## config.mk

```make
export PLATFORM = sky130hd
export DESIGN_NAME = sdram_req_arbiter_flat
export DESIGN_NICKNAME = d
export VERILOG_FILES = /design/src/rtl/sdram_arb_pkg.sv /design/src/rtl/sdram_req_arbiter_if.sv /design/src/rtl/sdram_rr_pick.sv /design/src/rtl/sdram_req_arbiter.sv /design/src/flat_wrapper.sv
export SDC_FILE = /design/constraint.sdc
export NUM_CORES = 1
export LEC_CHECK = 0
export BUFFER_PORTS_ARGS = -buffer_cell sky130_fd_sc_hd__buf_2
export CAP_MARGIN = 20
export CORE_MARGIN = 1.5
export CORE_UTILIZATION = 30
export CTS_BUF_LIST = sky130_fd_sc_hd__clkbuf_4
export DETAILED_ROUTE_END_ITERATION = 10
export PLACE_DENSITY_LB_ADDON = 0.05
export RECOVER_POWER = 50
export SYNTH_ARGS = -nofsm -noshare
export SYNTH_HDL_FRONTEND = slang
export SYNTH_SLANG_ARGS = --single-unit
```

## constraint.sdc

```tcl
create_clock -name clk -period 5.2 [get_ports clk]
set_clock_uncertainty 0.2 [all_clocks]
set_input_delay 0 -clock clk [delete_from_list [all_inputs] [get_ports clk]]
set_output_delay 0 -clock clk [all_outputs]
set_load 0.01 [all_outputs]
```

## src/rtl/sdram_arb_pkg.sv

```systemverilog
// Shared types and constants for the SDRAM request arbiter.
package sdram_arb_pkg;

    typedef enum logic [1:0] {
        StIdle,
        StIssue,
        StWait,
        StDone
    } arb_state_e;

    localparam logic [7:0] ERR_DATA = 8'hFF;

    function automatic int tmo_width(input int timeout);
        return $clog2(timeout);
    endfunction

endpackage

```

## src/rtl/sdram_req_arbiter_if.sv

```systemverilog
// Tape-style port between the arbiter (master) and the SDRAM controller (slave).
interface sdram_req_arbiter_if #(
    parameter int unsigned AW = 23
) ();

    logic [AW-1:0] mem_addr;
    logic [7:0]    mem_din;
    logic          mem_rd;
    logic          mem_wr;
    logic [7:0]    mem_dout;
    logic          mem_rd_ack;
    logic          mem_wr_ack;

    modport master (
        output mem_addr, mem_din, mem_rd, mem_wr,
        input  mem_dout, mem_rd_ack, mem_wr_ack
    );

    modport slave (
        input  mem_addr, mem_din, mem_rd, mem_wr,
        output mem_dout, mem_rd_ack, mem_wr_ack
    );

endinterface

```

## src/rtl/sdram_rr_pick.sv

```systemverilog
// Combinational grant picker: client 0 has fixed priority, clients 1..NUM_REQ-1
// are searched round-robin starting at rr_i.
module sdram_rr_pick #(
    parameter int unsigned NUM_REQ = 4,
    parameter int unsigned IW      = 2
) (
    input  logic [NUM_REQ-1:0] elig_i,
    input  logic [IW-1:0]      rr_i,
    output logic [IW-1:0]      grant_o,
    output logic               valid_o
);

    int unsigned idx;

    always_comb begin
        grant_o = '0;
        valid_o = 1'b0;
        idx     = 0;
        if (elig_i[0]) begin
            valid_o = 1'b1;
        end else begin
            for (int unsigned k = 0; k < NUM_REQ - 1; k++) begin
                idx = 32'(rr_i) + k;
                // Wrap past the last client back to client 1, never to client 0.
                if (idx >= NUM_REQ) begin
                    idx = idx - (NUM_REQ - 1);
                end
                if (!valid_o && elig_i[idx[IW-1:0]]) begin
                    valid_o = 1'b1;
                    grant_o = idx[IW-1:0];
                end
            end
        end
    end

endmodule

```

## src/rtl/sdram_req_arbiter.sv

```systemverilog
// Shares one byte-wide SDRAM controller port between NUM_REQ clients, one
// access outstanding at a time, with a watchdog on unacknowledged accesses.
module sdram_req_arbiter
    import sdram_arb_pkg::*;
#(
    parameter int unsigned NUM_REQ = 4,
    parameter int unsigned AW      = 23,
    parameter int unsigned TIMEOUT = 64
) (
    input  logic                  clk,
    input  logic                  reset,
    input  logic [NUM_REQ-1:0]    cl_req,
    input  logic [NUM_REQ-1:0]    cl_we,
    input  logic [NUM_REQ*AW-1:0] cl_addr,
    input  logic [NUM_REQ*8-1:0]  cl_din,
    output logic [NUM_REQ-1:0]    cl_ack,
    output logic [NUM_REQ-1:0]    cl_err,
    output logic [7:0]            cl_dout,
    sdram_req_arbiter_if.master   mem
);

    localparam int unsigned IW = $clog2(NUM_REQ);
    localparam int          TW = tmo_width(int'(TIMEOUT));
    localparam logic [TW-1:0] TMO_MAX  = TW'(TIMEOUT - 1);
    localparam logic [IW-1:0] LAST_IDX = IW'(NUM_REQ - 1);

    arb_state_e         state_q, state_d;
    logic [IW-1:0]      rr_q, rr_d;
    logic [NUM_REQ-1:0] last_q, last_d;
    logic [IW-1:0]      g_q, g_d;
    logic               we_q, we_d;
    logic [AW-1:0]      addr_q, addr_d;
    logic [7:0]         din_q, din_d;
    logic [AW-1:0]      mem_addr_q, mem_addr_d;
    logic [7:0]         mem_din_q, mem_din_d;
    logic               mem_rd_q, mem_rd_d;
    logic               mem_wr_q, mem_wr_d;
    logic [7:0]         cl_dout_q, cl_dout_d;
    logic [NUM_REQ-1:0] cl_ack_q, cl_ack_d;
    logic [NUM_REQ-1:0] cl_err_q, cl_err_d;
    logic [TW-1:0]      tmo_q, tmo_d;
    logic               err_q, err_d;
    logic               rd_tog_q, rd_tog_d;

    logic [NUM_REQ-1:0] elig;
    logic [IW-1:0]      pick_idx;
    logic               pick_valid;
    logic [AW-1:0]      pick_addr;
    logic [7:0]         pick_din;
    logic               acc_done;

    // The client served last is masked for exactly one IDLE cycle.
    assign elig      = cl_req & ~last_q;
    assign pick_addr = cl_addr[pick_idx*AW +: AW];
    assign pick_din  = cl_din[pick_idx*8 +: 8];
    assign acc_done  = we_q ? mem.mem_wr_ack : (mem.mem_rd_ack != rd_tog_q);

    sdram_rr_pick #(
        .NUM_REQ (NUM_REQ),
        .IW      (IW)
    ) u_pick (
        .elig_i  (elig),
        .rr_i    (rr_q),
        .grant_o (pick_idx),
        .valid_o (pick_valid)
    );

    always_comb begin
        state_d    = state_q;
        rr_d       = rr_q;
        last_d     = last_q;
        g_d        = g_q;
        we_d       = we_q;
        addr_d     = addr_q;
        din_d      = din_q;
        mem_addr_d = mem_addr_q;
        mem_din_d  = mem_din_q;
        mem_rd_d   = mem_rd_q;
        mem_wr_d   = mem_wr_q;
        cl_dout_d  = cl_dout_q;
        cl_ack_d   = '0;
        cl_err_d   = '0;
        tmo_d      = tmo_q;
        err_d      = err_q;
        rd_tog_d   = rd_tog_q;

        unique case (state_q)
            StIdle: begin
                rd_tog_d = mem.mem_rd_ack;
                if (pick_valid) begin
                    g_d     = pick_idx;
                    we_d    = cl_we[pick_idx];
                    addr_d  = pick_addr;
                    din_d   = pick_din;
                    state_d = StIssue;
                end else begin
                    last_d = '0;
                end
            end
            StIssue: begin
                mem_addr_d = addr_q;
                mem_din_d  = din_q;
                mem_wr_d   = we_q;
                mem_rd_d   = !we_q;
                tmo_d      = '0;
                state_d    = StWait;
            end
            StWait: begin
                if (acc_done) begin
                    mem_rd_d = 1'b0;
                    mem_wr_d = 1'b0;
                    if (!we_q) begin
                        cl_dout_d = mem.mem_dout;
                    end
                    state_d = StDone;
                end else if (tmo_q == TMO_MAX) begin
                    mem_rd_d = 1'b0;
                    mem_wr_d = 1'b0;
                    if (!we_q) begin
                        cl_dout_d = ERR_DATA;
                    end
                    err_d   = 1'b1;
                    state_d = StDone;
                end else begin
                    tmo_d = tmo_q + 1'b1;
                end
            end
            StDone: begin
                cl_ack_d[g_q] = 1'b1;
                cl_err_d[g_q] = err_q;
                err_d         = 1'b0;
                if (g_q != '0) begin
                    rr_d = (g_q == LAST_IDX) ? IW'(1) : g_q + 1'b1;
                end
                last_d      = '0;
                last_d[g_q] = 1'b1;
                state_d     = StIdle;
            end
            default: state_d = StIdle;
        endcase
    end

    always_ff @(posedge clk) begin
        if (reset) begin
            state_q    <= StIdle;
            rr_q       <= IW'(1);
            last_q     <= '0;
            g_q        <= '0;
            we_q       <= 1'b0;
            addr_q     <= '0;
            din_q      <= '0;
            mem_addr_q <= '0;
            mem_din_q  <= '0;
            mem_rd_q   <= 1'b0;
            mem_wr_q   <= 1'b0;
            cl_dout_q  <= ERR_DATA;
            cl_ack_q   <= '0;
            cl_err_q   <= '0;
            tmo_q      <= '0;
            err_q      <= 1'b0;
            rd_tog_q   <= 1'b0;
        end else begin
            state_q    <= state_d;
            rr_q       <= rr_d;
            last_q     <= last_d;
            g_q        <= g_d;
            we_q       <= we_d;
            addr_q     <= addr_d;
            din_q      <= din_d;
            mem_addr_q <= mem_addr_d;
            mem_din_q  <= mem_din_d;
            mem_rd_q   <= mem_rd_d;
            mem_wr_q   <= mem_wr_d;
            cl_dout_q  <= cl_dout_d;
            cl_ack_q   <= cl_ack_d;
            cl_err_q   <= cl_err_d;
            tmo_q      <= tmo_d;
            err_q      <= err_d;
            rd_tog_q   <= rd_tog_d;
        end
    end

    assign mem.mem_addr = mem_addr_q;
    assign mem.mem_din  = mem_din_q;
    assign mem.mem_rd   = mem_rd_q;
    assign mem.mem_wr   = mem_wr_q;
    assign cl_ack       = cl_ack_q;
    assign cl_err       = cl_err_q;
    assign cl_dout      = cl_dout_q;

endmodule

```

## src/flat_wrapper.sv

```systemverilog
// flat-port wrapper written by rule: the top's interface ports become plain ports
module sdram_req_arbiter_flat import sdram_arb_pkg::*;
#(
    parameter int unsigned NUM_REQ = 4,
    parameter int unsigned AW      = 23,
    parameter int unsigned TIMEOUT = 64
)
  (clk, reset, cl_req, cl_we, cl_addr, cl_din, cl_ack, cl_err, cl_dout, mem_mem_addr, mem_mem_din, mem_mem_rd, mem_mem_wr, mem_mem_dout, mem_mem_rd_ack, mem_mem_wr_ack);
  sdram_req_arbiter_if #(.AW(AW)) mem_i ();
  input  logic clk;
  input  logic reset;
  input  logic [NUM_REQ-1:0] cl_req;
  input  logic [NUM_REQ-1:0] cl_we;
  input  logic [NUM_REQ*AW-1:0] cl_addr;
  input  logic [NUM_REQ*8-1:0] cl_din;
  output logic [NUM_REQ-1:0] cl_ack;
  output logic [NUM_REQ-1:0] cl_err;
  output logic [7:0] cl_dout;
  output wire logic [$bits(mem_i.mem_addr)-1:0] mem_mem_addr;
  output wire logic [$bits(mem_i.mem_din)-1:0] mem_mem_din;
  output wire logic [$bits(mem_i.mem_rd)-1:0] mem_mem_rd;
  output wire logic [$bits(mem_i.mem_wr)-1:0] mem_mem_wr;
  input wire logic [$bits(mem_i.mem_dout)-1:0] mem_mem_dout;
  input wire logic [$bits(mem_i.mem_rd_ack)-1:0] mem_mem_rd_ack;
  input wire logic [$bits(mem_i.mem_wr_ack)-1:0] mem_mem_wr_ack;
  assign mem_mem_addr = mem_i.mem_addr;
  assign mem_mem_din = mem_i.mem_din;
  assign mem_mem_rd = mem_i.mem_rd;
  assign mem_mem_wr = mem_i.mem_wr;
  assign mem_i.mem_dout = mem_mem_dout;
  assign mem_i.mem_rd_ack = mem_mem_rd_ack;
  assign mem_i.mem_wr_ack = mem_mem_wr_ack;
  sdram_req_arbiter #(.NUM_REQ(NUM_REQ), .AW(AW), .TIMEOUT(TIMEOUT)) u_core (.clk(clk), .reset(reset), .cl_req(cl_req), .cl_we(cl_we), .cl_addr(cl_addr), .cl_din(cl_din), .cl_ack(cl_ack), .cl_err(cl_err), .cl_dout(cl_dout), .mem(mem_i));
endmodule
```

==> flow_summary.ini <==
[cts]
hold_buffers = 117
cts_tree = built
cts_htree_levels = 3
cts.clk_slew.worst_paths_ns = 0.16
cts_setup_buffers = 0
cts_sinks = 99
root_buffer = clkbuf_4
worstSkewPairLatency_ns = 0.49
cts_made_buffers = 9
ctsResizeCount = 0
clockBufferDepth = 2

[global_route]
grt_overflow = 0
grt_max_degree = 65
antenna_found_initial = 2
grt_usage_pct = 18.7
grt_pass1_wl_um = 29000
grt_pass1_vias = 5585

[placement]
place_congestion = 0.767
pre_cts_ws_ns = 1.18
placed_area_mm2 = 0.00649
dp_hpwl_um = 11900
portBuffers = 192

[sta]
tightest_slew_ns = 1.97
hold_violations = 0
max-slew-margin-rel_pct = -31.3
timing.final.ws_setup_ns = 0.408
final-setup-viol-count = 0
hold_ws_ns = 0.218
post-route-min-period_ns = 4.79
rsz0062_at_grt = no
drv_slew = 24
tns_ns = 0
fmax_mhz = 209
finalCritPeriodShare_pct = 92.2

[critical_path]
cp_data_arrival_time_ns = 5.03
ff2ff_setup_slack_ns = 0.41
critPathRequiredTime_ns = 5.44
critical-path-max-stage-delay_ns = 0.59
critPathKind = flip-flop to flip-flop
critPathCaptureType = flip-flop
critPathLaunch = u_core.rr_q[0]
startpoint_type = flip-flop
r2r-start = u_core.rr_q[0]
crit_family = buffers and inverters
critPathBufInv = 4
crit_chain = inv_1 -> ha_1 -> and2b_1 -> o21ai_0 -> and2_2 -> a21o_2 -> buf_12 -> a211oi_1 -> dlygate4sd3_1 -> o32ai_1 -> dlygate4sd3_1
endpoint = u_core.din_q[5]
worstPathMaxFanout = 46
cpMostUsedCell = dlygate4sd3_1
r2r-end = u_core.din_q[5]
path_depth = 11
critPathSlowestCell = dlygate4sd3_1
r2r_cells = 11

[synthesis]
synth_flop_cell = dfxtp_1
yosys.cell_types.count = 56
avgSynthCellArea_um2 = 8.57
synth_area_mm2 = 0.00551
synth_nets = 799
async_flop_share_pct = 0
ys_seq_area_share_pct = 36.0
synth_edf_count = 0
netlist_instances = 643
synth_top_area_share_pct = 36.0
yosysMostFrequentCell = a211oi_1
synth_warnings = 0
yosys-top-cells-area = dfxtp_1, a211oi_1, inv_1
netlist_top_cells_count = a211oi_1, inv_1, dfxtp_1
ys_ff_latch = 99
yosysTopAreaCell = dfxtp_1

[worst_hold_path]
hold_path_class = input pin to flip-flop

[power]
powerDensity_mw_per_mm2 = 339
ir_drop_uv = 172
p_leak_uw = 0.00341

[drt]
drtAntennaViolNets = 0
wl_per_cell_um = 15.8
wl_um = 18200
num_vias = 5688
drt_iter0_drc = 208
firstDrtPassIters = 5
drcViolationCount = 0
avgViaCountPerCell = 4.94

[final_layout]
final_area_mm2 = 0.00774
syn_to_final_growth_pct = 40.5
layout.nets = 1071
ff_latch_area_mm2 = 0.00198
multi_input_area_mm2 = 0.00280
fillCellCount = 1858
drive_gt1_share_pct = 19.8
fin_util_pct = 43.1

[floorplanning]
dieArea_mm2 = 0.0192
die_x_um = 138
pin_count = 193
initial_utilization_pct = 30.7
std_cell_rows = 49
die_y_um = 138
core_area_mm2 = 0.0180

[flow_run]
timing.max_cap.violations = 1

[outcome]
violations = max-capacitance violations, max-slew violations
status = complete, but fails checks
cell type report:
class / instances / area share [%]
inverter: 104 / 5.04
timing repair buffer: 316 / 27.6
tap: 229 / 3.70
sequential: 99 / 25.6
clock inverter: 7 / 0.970
antenna: 2 / 0.0647
multi-input combinational: 385 / 36.2
clock buffer: 9 / 0.873
flip-flops by register name, summed over array words and instances, names as in the netlist, 4 cells and up:
| signal | cells |
|---|---|
| u_core.addr_q | 23 |
| u_core.cl_ack | 4 |
| u_core.cl_dout | 8 |
| u_core.cl_err | 4 |
| u_core.din_q | 8 |
| u_core.last_q | 4 |
| u_core.mem.mem_addr | 23 |
| u_core.mem.mem_din | 8 |
| u_core.tmo_q | 6 |
worst reg2reg max path, stage by stage, from the launching register on:
cell and delay (ns):
dfxtp_1 0.51, inv_1 0.10, ha_1 0.40, and2b_1 0.19, o21ai_0 0.47, and2_2 0.58
a21o_2 0.49, buf_12 0.29, a211oi_1 0.14, dlygate4sd3_1 0.59, o32ai_1 0.22, dlygate4sd3_1 0.58
where the power goes:
part	leakage, µW	total [µW]	switching (µW)	internal, µW
sequential	0.000807	1000	94.4	910
combinational	0.00252	1180	622	559
clock	0.0000763	438	287	151
routing by layer:
| layer | track usage, % | up-vias | part of all wire [%] |
|---|---|---|---|
| li1 | - | 2837 | - |
| met5 | 0 | - | 0 |
| met1 | 22.3 | 2680 | 44 |
| met3 | 4.40 | 15 | 5.3 |
| met4 | 4.88 | 0 | 1.4 |
| met2 | 33.5 | 156 | 50 |
stage by stage:
step	instances	total power, µW
finish	1151	2620
global route	1151	2820
floorplan	643	1720
CTS	1149	2660
global placement	1015	1980
detailed placement	1016	2000
logic make-up after synthesis:
group / synth area share [%]
AOI/OAI and AO/OA: 29.0
xor gates and xnor gates: 0.795
adders and majority gates: 2.73
buffers and inverters: 13.6
DFF: 36.0
muxes: 6.36
and+or+nand+nor: 11.5
cells in the final DEF, fill, tap and decap left out, drive strengths merged, types with 10 or more instances in the layout:
cell and n:
nor3 10, dfxtp 99, buf 149, dlygate4sd3 117
o32ai 33, inv 107, o21ai 10, nand2 10
ha 12, mux2i 35, clkbuf 59, nor2 59
a211oi 132
how the worst min path moves through the flow:
stage                                    to       startpoint  slack, ns  cells past startpoint
final                         u_core.g_q[1]        cl_req[0]       0.22                      6
after global routing      u_core.addr_q[12]      cl_addr[81]       0.25                      4
after CTS                     u_core.g_q[1]        cl_req[0]       0.20                      6
after detailed placement  u_core.cl_dout[6]  mem_mem_dout[6]       0.06                      3
after global placement    u_core.cl_dout[2]  mem_mem_dout[2]       0.05                      3
after floorplan             u_core.rd_tog_q   mem_mem_rd_ack      -0.05                      2
No activity file was read; power rests on OpenSTA's default activity.
